[config.mk]
export PLATFORM = sky130hd
export DESIGN_NAME = pc_predictor
export DESIGN_NICKNAME = d
export VERILOG_FILES = /design/src/rtl/pc_predictor_pkg.sv /design/src/rtl/pc_predictor_btb.sv /design/src/rtl/pc_predictor.sv
export SDC_FILE = /design/constraint.sdc
export NUM_CORES = 1
export LEC_CHECK = 0
export ABC_AREA = 0
export CAP_MARGIN = 20
export CORE_UTILIZATION = 39
export DETAILED_ROUTE_END_ITERATION = 10
export REMOVE_ABC_BUFFERS = 1
export SETUP_SLACK_MARGIN = 0.05
export SYNTH_ARGS = -nofsm -noshare
export SYNTH_HDL_FRONTEND = slang
export SYNTH_SLANG_ARGS = --single-unit
[constraint.sdc]
create_clock -name clk -period 4.5 [get_ports clk]
set_clock_uncertainty 0.2 [all_clocks]
set_input_delay 0.9 -clock clk [delete_from_list [all_inputs] [get_ports clk]]
set_output_delay 0.9 -clock clk [all_outputs]
set_load 0.02 [all_outputs]
[src/rtl/pc_predictor_pkg.sv]
// pc_predictor_pkg: shared widths, flush-mask bit positions and BTB counter encodings
//   ADDR_WIDTH      default fetch address width (word addressed)
//   BTB_ENTRIES     default branch target buffer depth
//   NUM_PIPE_MASKS  default width of the branch unit flush mask
//   PIPE_REG_*      bit positions inside the flush mask
//   ctr_e           2-bit saturating direction counter states
package pc_predictor_pkg;

    localparam int ADDR_WIDTH     = 16;
    localparam int BTB_ENTRIES    = 8;
    localparam int NUM_PIPE_MASKS = 4;

    localparam int PIPE_REG_PC    = 0;
    localparam int PIPE_REG_IF_ID = 1;

    typedef enum logic [1:0] {
        SNT = 2'd0,
        WNT = 2'd1,
        WT  = 2'd2,
        ST  = 2'd3
    } ctr_e;

    function automatic logic [1:0] ctr_inc(input logic [1:0] c);
        return (c == ST) ? ST : c + 2'd1;
    endfunction

    function automatic logic [1:0] ctr_dec(input logic [1:0] c);
        return (c == SNT) ? SNT : c - 2'd1;
    endfunction

endpackage

[src/rtl/pc_predictor_btb.sv]
// pc_predictor_btb: fully associative branch target buffer with 2-bit counters
//   clk, reset      clock; synchronous active-low reset clears valid bits and rp
//   lookup_pc       fetch address looked up combinationally
//   hit, predict    tag match / match with counter in a taken state
//   pred_target     target of the matching entry
//   ex_resolve      a conditional branch resolved in EX this cycle
//   ex_pc, ex_taken, ex_target  resolved branch address, outcome and taken target
module pc_predictor_btb #(
    parameter int ADDR_WIDTH  = 16,
    parameter int BTB_ENTRIES = 8
) (
    input  logic                  clk,
    input  logic                  reset,
    input  logic [ADDR_WIDTH-1:0] lookup_pc,
    output logic                  hit,
    output logic                  predict,
    output logic [ADDR_WIDTH-1:0] pred_target,
    input  logic                  ex_resolve,
    input  logic [ADDR_WIDTH-1:0] ex_pc,
    input  logic                  ex_taken,
    input  logic [ADDR_WIDTH-1:0] ex_target
);
    import pc_predictor_pkg::*;

    localparam int IW = $clog2(BTB_ENTRIES);

    logic [BTB_ENTRIES-1:0] valid_q, valid_d;
    logic [ADDR_WIDTH-1:0]  tag_q    [BTB_ENTRIES];
    logic [ADDR_WIDTH-1:0]  tag_d    [BTB_ENTRIES];
    logic [ADDR_WIDTH-1:0]  target_q [BTB_ENTRIES];
    logic [ADDR_WIDTH-1:0]  target_d [BTB_ENTRIES];
    logic [1:0]             ctr_q    [BTB_ENTRIES];
    logic [1:0]             ctr_d    [BTB_ENTRIES];
    logic [IW-1:0]          rp_q, rp_d;
    logic [IW-1:0]          hit_idx, ex_idx;
    logic                   ex_hit;

    // Two independent parallel compares: one for fetch, one for training.
    // Allocation only happens on a miss, so at most one entry can match.
    always_comb begin
        hit     = 1'b0;
        hit_idx = '0;
        ex_hit  = 1'b0;
        ex_idx  = '0;
        for (int i = 0; i < BTB_ENTRIES; i++) begin
            if (valid_q[i] && tag_q[i] == lookup_pc) begin
                hit     = 1'b1;
                hit_idx = IW'(i);
            end
            if (valid_q[i] && tag_q[i] == ex_pc) begin
                ex_hit = 1'b1;
                ex_idx = IW'(i);
            end
        end
    end

    assign predict     = hit && ctr_q[hit_idx][1];
    assign pred_target = target_q[hit_idx];

    // Training uses pre-update state; the result is visible to lookup next cycle.
    always_comb begin
        valid_d  = valid_q;
        tag_d    = tag_q;
        target_d = target_q;
        ctr_d    = ctr_q;
        rp_d     = rp_q;
        if (ex_resolve && ex_hit) begin
            ctr_d[ex_idx] = ex_taken ? ctr_inc(ctr_q[ex_idx]) : ctr_dec(ctr_q[ex_idx]);
            if (ex_taken)
                target_d[ex_idx] = ex_target;
        end else if (ex_resolve && ex_taken) begin
            valid_d[rp_q]  = 1'b1;
            tag_d[rp_q]    = ex_pc;
            target_d[rp_q] = ex_target;
            ctr_d[rp_q]    = WT;
            rp_d           = rp_q + IW'(1);
        end
    end

    always_ff @(posedge clk) begin
        if (!reset) begin
            valid_q <= '0;
            rp_q    <= '0;
        end else begin
            valid_q <= valid_d;
            rp_q    <= rp_d;
        end
    end

    // Entry payload needs no reset: it is ignored while the valid bit is clear.
    always_ff @(posedge clk) begin
        tag_q    <= tag_d;
        target_q <= target_d;
        ctr_q    <= ctr_d;
    end

endmodule

[src/rtl/pc_predictor.sv]
// pc_predictor: fetch program counter, IF/ID prediction registers and next-PC mux
//   clk, reset          clock; synchronous active-low reset
//   stall               hold PC and IF/ID registers
//   flush               per-stage flush mask (PIPE_REG_PC, PIPE_REG_IF_ID used)
//   jump_address        redirect target when flush[PIPE_REG_PC] is set
//   ex_resolve, ex_pc, ex_taken, ex_target  BTB training from the EX stage
//   pc                  registered fetch address
//   if_id_pc            fetch address of the instruction in IF/ID
//   if_id_branch_taken  prediction made for that instruction
module pc_predictor #(
    parameter int ADDR_WIDTH     = pc_predictor_pkg::ADDR_WIDTH,
    parameter int BTB_ENTRIES    = pc_predictor_pkg::BTB_ENTRIES,
    parameter int NUM_PIPE_MASKS = pc_predictor_pkg::NUM_PIPE_MASKS
) (
    input  logic                      clk,
    input  logic                      reset,
    input  logic                      stall,
    input  logic [NUM_PIPE_MASKS-1:0] flush,
    input  logic [ADDR_WIDTH-1:0]     jump_address,
    input  logic                      ex_resolve,
    input  logic [ADDR_WIDTH-1:0]     ex_pc,
    input  logic                      ex_taken,
    input  logic [ADDR_WIDTH-1:0]     ex_target,
    output logic [ADDR_WIDTH-1:0]     pc,
    output logic [ADDR_WIDTH-1:0]     if_id_pc,
    output logic                      if_id_branch_taken
);
    import pc_predictor_pkg::*;

    logic [ADDR_WIDTH-1:0] pc_q, pc_d;
    logic [ADDR_WIDTH-1:0] if_id_pc_q, if_id_pc_d;
    logic                  if_id_bt_q, if_id_bt_d;
    logic                  btb_hit, btb_predict;
    logic [ADDR_WIDTH-1:0] btb_target;

    pc_predictor_btb #(
        .ADDR_WIDTH  (ADDR_WIDTH),
        .BTB_ENTRIES (BTB_ENTRIES)
    ) u_btb (
        .clk         (clk),
        .reset       (reset),
        .lookup_pc   (pc_q),
        .hit         (btb_hit),
        .predict     (btb_predict),
        .pred_target (btb_target),
        .ex_resolve  (ex_resolve),
        .ex_pc       (ex_pc),
        .ex_taken    (ex_taken),
        .ex_target   (ex_target)
    );

    // Redirect beats stall, stall beats prediction; reset is applied in the flops.
    always_comb begin
        pc_d       = flush[PIPE_REG_PC] ? jump_address :
                     stall              ? pc_q         :
                     btb_predict        ? btb_target   : pc_q + ADDR_WIDTH'(1);
        if_id_pc_d = flush[PIPE_REG_IF_ID] ? '0   : stall ? if_id_pc_q : pc_q;
        if_id_bt_d = flush[PIPE_REG_IF_ID] ? 1'b0 : stall ? if_id_bt_q : btb_predict;
    end

    always_ff @(posedge clk) begin
        if (!reset) begin
            pc_q       <= '0;
            if_id_pc_q <= '0;
            if_id_bt_q <= 1'b0;
        end else begin
            pc_q       <= pc_d;
            if_id_pc_q <= if_id_pc_d;
            if_id_bt_q <= if_id_bt_d;
        end
    end

    assign pc                 = pc_q;
    assign if_id_pc           = if_id_pc_q;
    assign if_id_branch_taken = if_id_bt_q;

    logic unused_hit;
    assign unused_hit = btb_hit;

endmodule
=== Word level (Yosys, flattened, before mapping) ===
Index checks and enable logic that the tools add are counted.

* Input bits: 57
* Logic and storage cells: 159
* Flip-flop bits (word level): 316
* Output and inout port bits: 33

* Magnitude comparators: 7
* Reductions and logical operators: 27
* Bitwise logic cells: 9
* Multiplexer cells: 64
* Equal/unequal tests: 19
* Add/subtract/negate cells: 4

{| class="wikitable"
|+ Operators by type and width
! kind !! number
|-
| bitwise mux 128 bit || 3
|-
| two-way mux 128 bit || 3
|-
| equality test 16 bit || 16
|-
| two-way mux 16 bit || 9
|-
| demux 16 bit (select 3 bit) || 2
|-
| binary-select mux 16 bit (select 3 bit) || 1
|-
| two-way mux 2 bit || 13
|-
| two-way mux 3 bit || 8
|-
| logical AND 1 bit || 22
|-
| two-way mux 1 bit || 19
|-
| adder 16 x 1 -> 16 bit (second input constant) || 1
|-
| bitwise mux 16 bit || 1
|-
| OR 8 bit || 2
|-
| binary-select mux 2 bit (select 3 bit) || 2
|-
| demux 2 bit (select 3 bit) || 2
|-
| >= comparator 4 bit (second input constant) || 3
|-
| inverter 3 -> 4 bit || 3
|-
| bitwise AND 8 bit || 1
|-
| less-than comparator 4 x 1 -> 1 bit (second input constant) || 2
|-
| inverter 8 bit || 1
|-
| less-than comparator 3 x 4 -> 1 bit (second input constant) || 1
|-
| AND reduction 2 bit || 2
|-
| adder 3 x 1 -> 3 bit (second input constant) || 1
|-
| demux 1 bit (select 3 bit) || 1
|-
| 10 further kinds || 11
|}

=== Depth between registers and ports, before layout ===
Gate-level depths: netlist of the first run.

* Word-level depth: 18
* Mapped depth: 14
* Mapped depth without buffers: 11

=== Modules after synthesis ===
Synthesis of the first run repeated with hierarchy kept, for this count alone.

* Cell total of the unflattened synthesis: 1,379
* Area, all modules: 16,443.3 um2

{| class="wikitable"
|+ By module, submodules not included
! module !! area an instance (um2) !! cells an instance !! sequential area each (um2) !! instances
|-
| pc_predictor_btb || 14,622.8 || 1,161 || 8,388.0 || 1
|-
| pc_predictor || 1,820.5 || 218 || 660.6 || 1
|}

=== Worst setup path before layout of the first run ===
OpenSTA, ideal clock, no wires.

* Path kind: input -> register
* Start point: input ex_pc[2]
* End point: register u_btb.target_q[112] (netlist name), enable pin
* Arrival: 3.899 ns
* Required time: 3.905 ns
* Slack: 0.006 ns
* Stages: 10
* Cells stage by stage: buf_2 xor2_1 or4b_1 or4_1 o22ai_2 or4_1 o21ai_1 nor2_1 nand3_1 o22ai_1

* Cells in the longest elaborated chain, start to end: 13
* Elaborated cells between the ends (all ways): 28
* Classes of those cells: eq/ne: 9; mux: 8; reduce/logical: 11

{| class="wikitable"
|+ RTL lines
! what !! RTL line !! RTL
|-
| start: declaration || pc_predictor.sv:21 || <nowiki>input logic [ADDR_WIDTH-1:0] ex_pc,</nowiki>
|-
| equality test 16 bit || pc_predictor_btb.sv:50 || <nowiki>if (valid_q[i] && tag_q[i] == ex_pc) begin</nowiki>
|-
| logical AND 1 bit || pc_predictor_btb.sv:50 ||
|-
| two-way mux 1 bit (7 in series) || pc_predictor_btb.sv:50 ||
|-
| two-way mux 1 bit (*) || pc_predictor_btb.sv:50 ||
|-
| logical AND 1 bit (*) || pc_predictor_btb.sv:67 || <nowiki>if (ex_resolve && ex_hit) begin</nowiki>
|-
| != test 2 bit (no source line) / nonzero test 2 bit (equally long branches) || n/a ||
|-
| AND reduction 2 bit (no source line) (*) || n/a ||
|-
| end signal: assignment || pc_predictor_btb.sv:93 || <nowiki>target_q <= target_d;</nowiki>
|-
| end: declaration || pc_predictor_btb.sv:30 || <nowiki>logic [ADDR_WIDTH-1:0] target_q [BTB_ENTRIES];</nowiki>
|}

Mark *: on every way between the ends. The rest lies on a longest branch, timed or not.
A chain may end at the register's enable or synchronous reset.

==> flow_results.xml, run 1 <==
<?xml version="1.0" encoding="UTF-8"?>
<metrics>
  <group name="status">
    <metric name="outcome" unit="">finished, final reports clean</metric>
  </group>
  <group name="routing">
    <metric name="antenna_left" unit="">0</metric>
    <metric name="drc" unit="">0</metric>
    <metric name="via_count" unit="">13070</metric>
    <metric name="avgViaCountPerCell" unit="">5.406</metric>
    <metric name="detail_route.first_pass.iterations" unit="">6</metric>
    <metric name="route.final.wire_length" unit="um">55650</metric>
    <metric name="routed_wire_length_per_instance" unit="um">23.02</metric>
    <metric name="dr.first_iter.drc_count" unit="">998</metric>
  </group>
  <group name="yosys">
    <metric name="synth-main-ff-cell" unit="">sky130_fd_sc_hd__edfxtp_1</metric>
    <metric name="synth_compound_area_frac" unit="">0.06534</metric>
    <metric name="post_synthesis_cell_area" unit="sq mm">0.01722</metric>
    <metric name="synth_xor_area_frac" unit="">0.1379</metric>
    <metric name="ys_types" unit="">75</metric>
    <metric name="yosys_warnings" unit="">0</metric>
    <metric name="number_of_enable_type_register_cells_in_the_synthesized_netlist" unit="">272</metric>
    <metric name="portion_of_netlist_area_occupied_by_mux_cells" unit="">0.05931</metric>
    <metric name="synth_cells" unit="">1518</metric>
    <metric name="synth-seq-cells" unit="">316</metric>
    <metric name="async_flop_share" unit="">0</metric>
    <metric name="synth.yosys.seq_area_share" unit="">0.5256</metric>
    <metric name="synth.avg_cell_area" unit="sq um">11.34</metric>
    <metric name="synth-adder-area-share" unit="">0.002907</metric>
    <metric name="combinational_family_with_the_most_area_after_synthesis" unit="">simple AND/OR/NAND/NOR gates</metric>
    <metric name="synth_simple_gate_area_share" unit="">0.1850</metric>
  </group>
  <group name="timing">
    <metric name="slew-limit-headroom" unit="">0.4332</metric>
    <metric name="final_period_minus_worst_setup_slack" unit="ns">4.351</metric>
    <metric name="timing.final.crit_share" unit="">0.9670</metric>
    <metric name="fmax" unit="MHz">229.8</metric>
    <metric name="rsz0062_at_grt" unit="">no</metric>
    <metric name="slew_violations" unit="">0</metric>
    <metric name="timing.final.hold_violations" unit="">0</metric>
    <metric name="final.hold.worst_slack" unit="ns">0.2943</metric>
    <metric name="tightest_slew" unit="ns">0.8475</metric>
    <metric name="setup-violations-final" unit="">0</metric>
  </group>
  <group name="clock_network">
    <metric name="cts.htree.levels" unit="">2</metric>
    <metric name="buffer_type_at_the_clock_tree_root" unit="">sky130_fd_sc_hd__clkbuf_16</metric>
    <metric name="cts_num_sinks" unit="">316</metric>
    <metric name="clock_tree.buffer_depth" unit="">3</metric>
    <metric name="clock_pin_slew_on_the_worst_setup_and_hold_paths" unit="ns">0.06</metric>
    <metric name="cts-hold-fix-buffers" unit="">0</metric>
    <metric name="worst_skew_pair_later_pin_latency" unit="ns">0.56</metric>
    <metric name="cts_buffers" unit="">38</metric>
    <metric name="cts_tree" unit="">yes</metric>
  </group>
  <group name="hold_path">
    <metric name="hold_path.class" unit="">register to register</metric>
    <metric name="hold-path-cell-count" unit="">2</metric>
    <metric name="hold_crit_endpoint" unit="">if_id_pc[3]</metric>
    <metric name="min_from" unit="">if_id_pc[3]</metric>
  </group>
  <group name="finish">
    <metric name="nNetsFinal" unit="">1862</metric>
    <metric name="fillerInstances" unit="">3843</metric>
    <metric name="final_area" unit="sq mm">0.02209</metric>
    <metric name="final-seq-area" unit="sq mm">0.009049</metric>
    <metric name="final_cells" unit="">2417</metric>
    <metric name="ratio_of_cells_with_drive_above_1_in_the_final_layout" unit="">0.1960</metric>
    <metric name="most-common-layout-cells" unit="">sky130_fd_sc_hd__edfxtp_1, sky130_fd_sc_hd__buf_4, sky130_fd_sc_hd__xnor2_1</metric>
    <metric name="multi_input_comb_area" unit="sq mm">0.007903</metric>
    <metric name="layout_commonest_cell" unit="">sky130_fd_sc_hd__edfxtp_1</metric>
    <metric name="antennaDiodeCount" unit="">0</metric>
    <metric name="syn_to_final_growth" unit="%">28.34</metric>
  </group>
  <group name="power_and_ir_drop">
    <metric name="netSwitchingFraction" unit="">0.2408</metric>
    <metric name="leakage" unit="nW">7.692</metric>
    <metric name="irDropWorstVdd" unit="mV">0.3164</metric>
    <metric name="power.sequential.fraction" unit="">0.457</metric>
    <metric name="p_total" unit="mW">7.151</metric>
    <metric name="net-switching-power" unit="mW">1.722</metric>
    <metric name="p_clk_frac" unit="">0.436</metric>
    <metric name="cellInternalPower" unit="mW">5.429</metric>
    <metric name="power_frac_comb" unit="">0.107</metric>
    <metric name="power_per_cell_area" unit="mW/mm^2">323.6</metric>
  </group>
  <group name="grt">
    <metric name="grtUsageTotal" unit="">0.2494</metric>
    <metric name="grt_first_pass_wirelength" unit="um">81950</metric>
    <metric name="via_count_of_the_first_global_routing_pass" unit="">13020</metric>
    <metric name="overflow" unit="">0</metric>
    <metric name="grt_antenna_before_repair" unit="">0</metric>
    <metric name="grt_max_degree" unit="">34</metric>
  </group>
  <group name="die">
    <metric name="initial_utilization" unit="">0.3979</metric>
    <metric name="core_area" unit="sq mm">0.04327</metric>
    <metric name="die-width" unit="um">212.1</metric>
    <metric name="die_area" unit="sq mm">0.04499</metric>
    <metric name="row_count" unit="">76</metric>
    <metric name="num_io_pins" unit="">90</metric>
    <metric name="die_h" unit="um">212.1</metric>
  </group>
  <group name="worst_setup_path">
    <metric name="cp_data_required_time" unit="ns">4.58</metric>
    <metric name="cp_max_fo" unit="">7</metric>
    <metric name="worst_r2r_endpoint" unit="">pc[13]</metric>
    <metric name="criticalPathCategory" unit="">primary input to register</metric>
    <metric name="r2r.worst_path.cells" unit="">13</metric>
    <metric name="cp_slowest_cell" unit="">sky130_fd_sc_hd__or4_1</metric>
    <metric name="max_stage_delay" unit="ns">0.59</metric>
    <metric name="crit_path_end_kind" unit="">register</metric>
    <metric name="crit_path_cell_trace" unit="">clkdlybuf4s50_1 -&gt; buf_4 -&gt; xor2_1 -&gt; or4_1 -&gt; or4_1 -&gt; nor2_2 -&gt; a21oi_2 -&gt; o21bai_2 -&gt; nand2_1 -&gt; a211o_1 -&gt; a21oi_2 -&gt; maj3_2 -&gt; o21ai_1</metric>
    <metric name="timing.rr.start" unit="">pc[10]</metric>
    <metric name="timing.critical_path.max_delay_family" unit="">simple AND/OR/NAND/NOR gates</metric>
    <metric name="reg2reg_slack" unit="ns">0.39</metric>
    <metric name="setup.worst_path.start_class" unit="">primary input</metric>
    <metric name="timing.critical_path.arrival" unit="ns">4.43</metric>
    <metric name="crit_buf_inv" unit="">2</metric>
  </group>
  <group name="placement">
    <metric name="buffer_ports.inserted" unit="">87</metric>
    <metric name="gp_routability_congestion" unit="">0.9675</metric>
    <metric name="place_inst" unit="">2347</metric>
    <metric name="placed_cell_area" unit="sq mm">0.02075</metric>
    <metric name="hpwl" unit="um">40560</metric>
  </group>
  <group name="run">
    <metric name="maxCapViolations" unit="">0</metric>
  </group>
</metrics>
[metal layers]
| layer | GRT usage | share of wire | vias to the layer above |
|---|---|---|---|
| met5 | 0 | 0 | - |
| met4 | 0.09445 | 0.033 | 0 |
| met3 | 0.03516 | 0.056 | 97 |
| met2 | 0.4170 | 0.48 | 419 |
| met1 | 0.3266 | 0.43 | 6452 |
| li1 | - | - | 6099 |
[cell type report]
type | instances | area share
sequential | 316 | 0.4095
inverter | 10 | 0.001699
multi-input combinational | 1111 | 0.3577
tap | 585 | 0.03313
timing repair buffer | 326 | 0.1416
clock buffer | 56 | 0.04791
clock inverter | 13 | 0.008494
[cell usage after synthesis (all sizes together), types with 3 or more instances]
cell,instances,area share
a21boi,5,0.0026
a21o,3,0.0013
a21oi,19,0.0060
a22o,4,0.0020
a32oi,13,0.0066
and2,86,0.031
and3,5,0.0018
and4,4,0.0020
buf,50,0.015
clkbuf,31,0.0068
dfxtp,44,0.051
edfxtp,272,0.47
inv,10,0.0022
mux2,8,0.0052
mux2i,93,0.054
nand2,127,0.028
nand2b,18,0.0065
nand3,46,0.014
nand3b,4,0.0017
nand4,43,0.016
nand4b,7,0.0036
nor2,60,0.013
nor2b,55,0.020
nor3,13,0.0038
nor3b,7,0.0031
nor4,48,0.018
nor4b,6,0.0031
o211ai,4,0.0017
o21a,14,0.0061
o21ai,67,0.021
o21ba,3,0.0017
o221ai,3,0.0015
o22ai,9,0.0044
o31a,6,0.0031
or2,7,0.0025
or3,4,0.0015
or3b,4,0.0020
or4,15,0.0070
or4b,8,0.0047
xnor2,142,0.072
xor2,129,0.066
[power groups by stage]
| stage | registers [mW] | logic, mW | clock network, mW |
|---|---|---|---|
| 3_5_place_dp | 3.33 | 0.754 | 0 |
| 6_report | 3.27 | 0.763 | 3.12 |
| 2_1_floorplan | 3.35 | 0.281 | 0 |
| 3_3_place_gp | 3.33 | 0.749 | 0 |
| 5_1_grt | 3.27 | 0.813 | 3.28 |
| 4_1_cts | 3.27 | 0.759 | 3.17 |
[registers in the layout, summed over array words and instances, names as in the netlist]
signal              flops
u_btb.rp_q              3
u_btb.ctr_q            16
u_btb.tag_q           128
pc                     16
u_btb.target_q        128
u_btb.valid_q           8
if_id_branch_taken      1
if_id_pc               16
[tightest hold or removal path, delay by kind of cell, from the launching register on]
family	cells	cell delay (ns)
flops	1	0.32
mux	1	0.07
simple gates	1	0.07
[metrics by stage]
stage	utilization	worst slack, ns	setup TNS [ns]
floorplan	-	-0.2433	-6.462
global placement	0.4795	-0.4780	-65.17
detailed placement	0.4795	-0.5377	-73.79
CTS	0.5085	0.05551	0
global route	0.5107	0.06699	0
finish	0.5107	0.1485	0
[cell families after synthesis]
family                   count (synthesis)
AND/OR/NAND/NOR                        571
AO/OA/AOI/OAI                          164
multiplexers                           101
adder cells (fa/ha/maj)                  4
buffers and inverters                   91
XOR/XNOR                               271
flip-flops                             316
[how the worst max path moves through the flow]
stage,startpoint,end,depth (start not counted)
2_1_floorplan,pc[3],pc[1],11
3_3_place_gp,ex_pc[6],u_btb.ctr_q[11],13
3_5_place_dp,ex_pc[0],u_btb.target_q[118],12
4_1_cts,ex_pc[6],u_btb.ctr_q[15],13
5_1_grt,ex_pc[0],u_btb.ctr_q[15],14
6_report,ex_pc[6],u_btb.ctr_q[15],13
[what timing repair did]
action	CTS	global route
hold endpoints to repair	0	0
resized for setup	1	16
endpoints found under the setup margin	4	31
pin swaps	1	3
buffers inserted	0	1
No activity file was read; power rests on OpenSTA's default activity.
==> run 2, diff against run 1 <==
--- a/config.mk
+++ b/config.mk
@@ -6,7 +6,7 @@
 export NUM_CORES = 1
 export LEC_CHECK = 0
 export ABC_AREA = 0
-export CAP_MARGIN = 20
+export CAP_MARGIN = 0
 export CORE_UTILIZATION = 39
 export DETAILED_ROUTE_END_ITERATION = 10
 export REMOVE_ABC_BUFFERS = 1
==> results of run 2 <==
No change in the layout: final DEF, timing and power equal those of run 1.
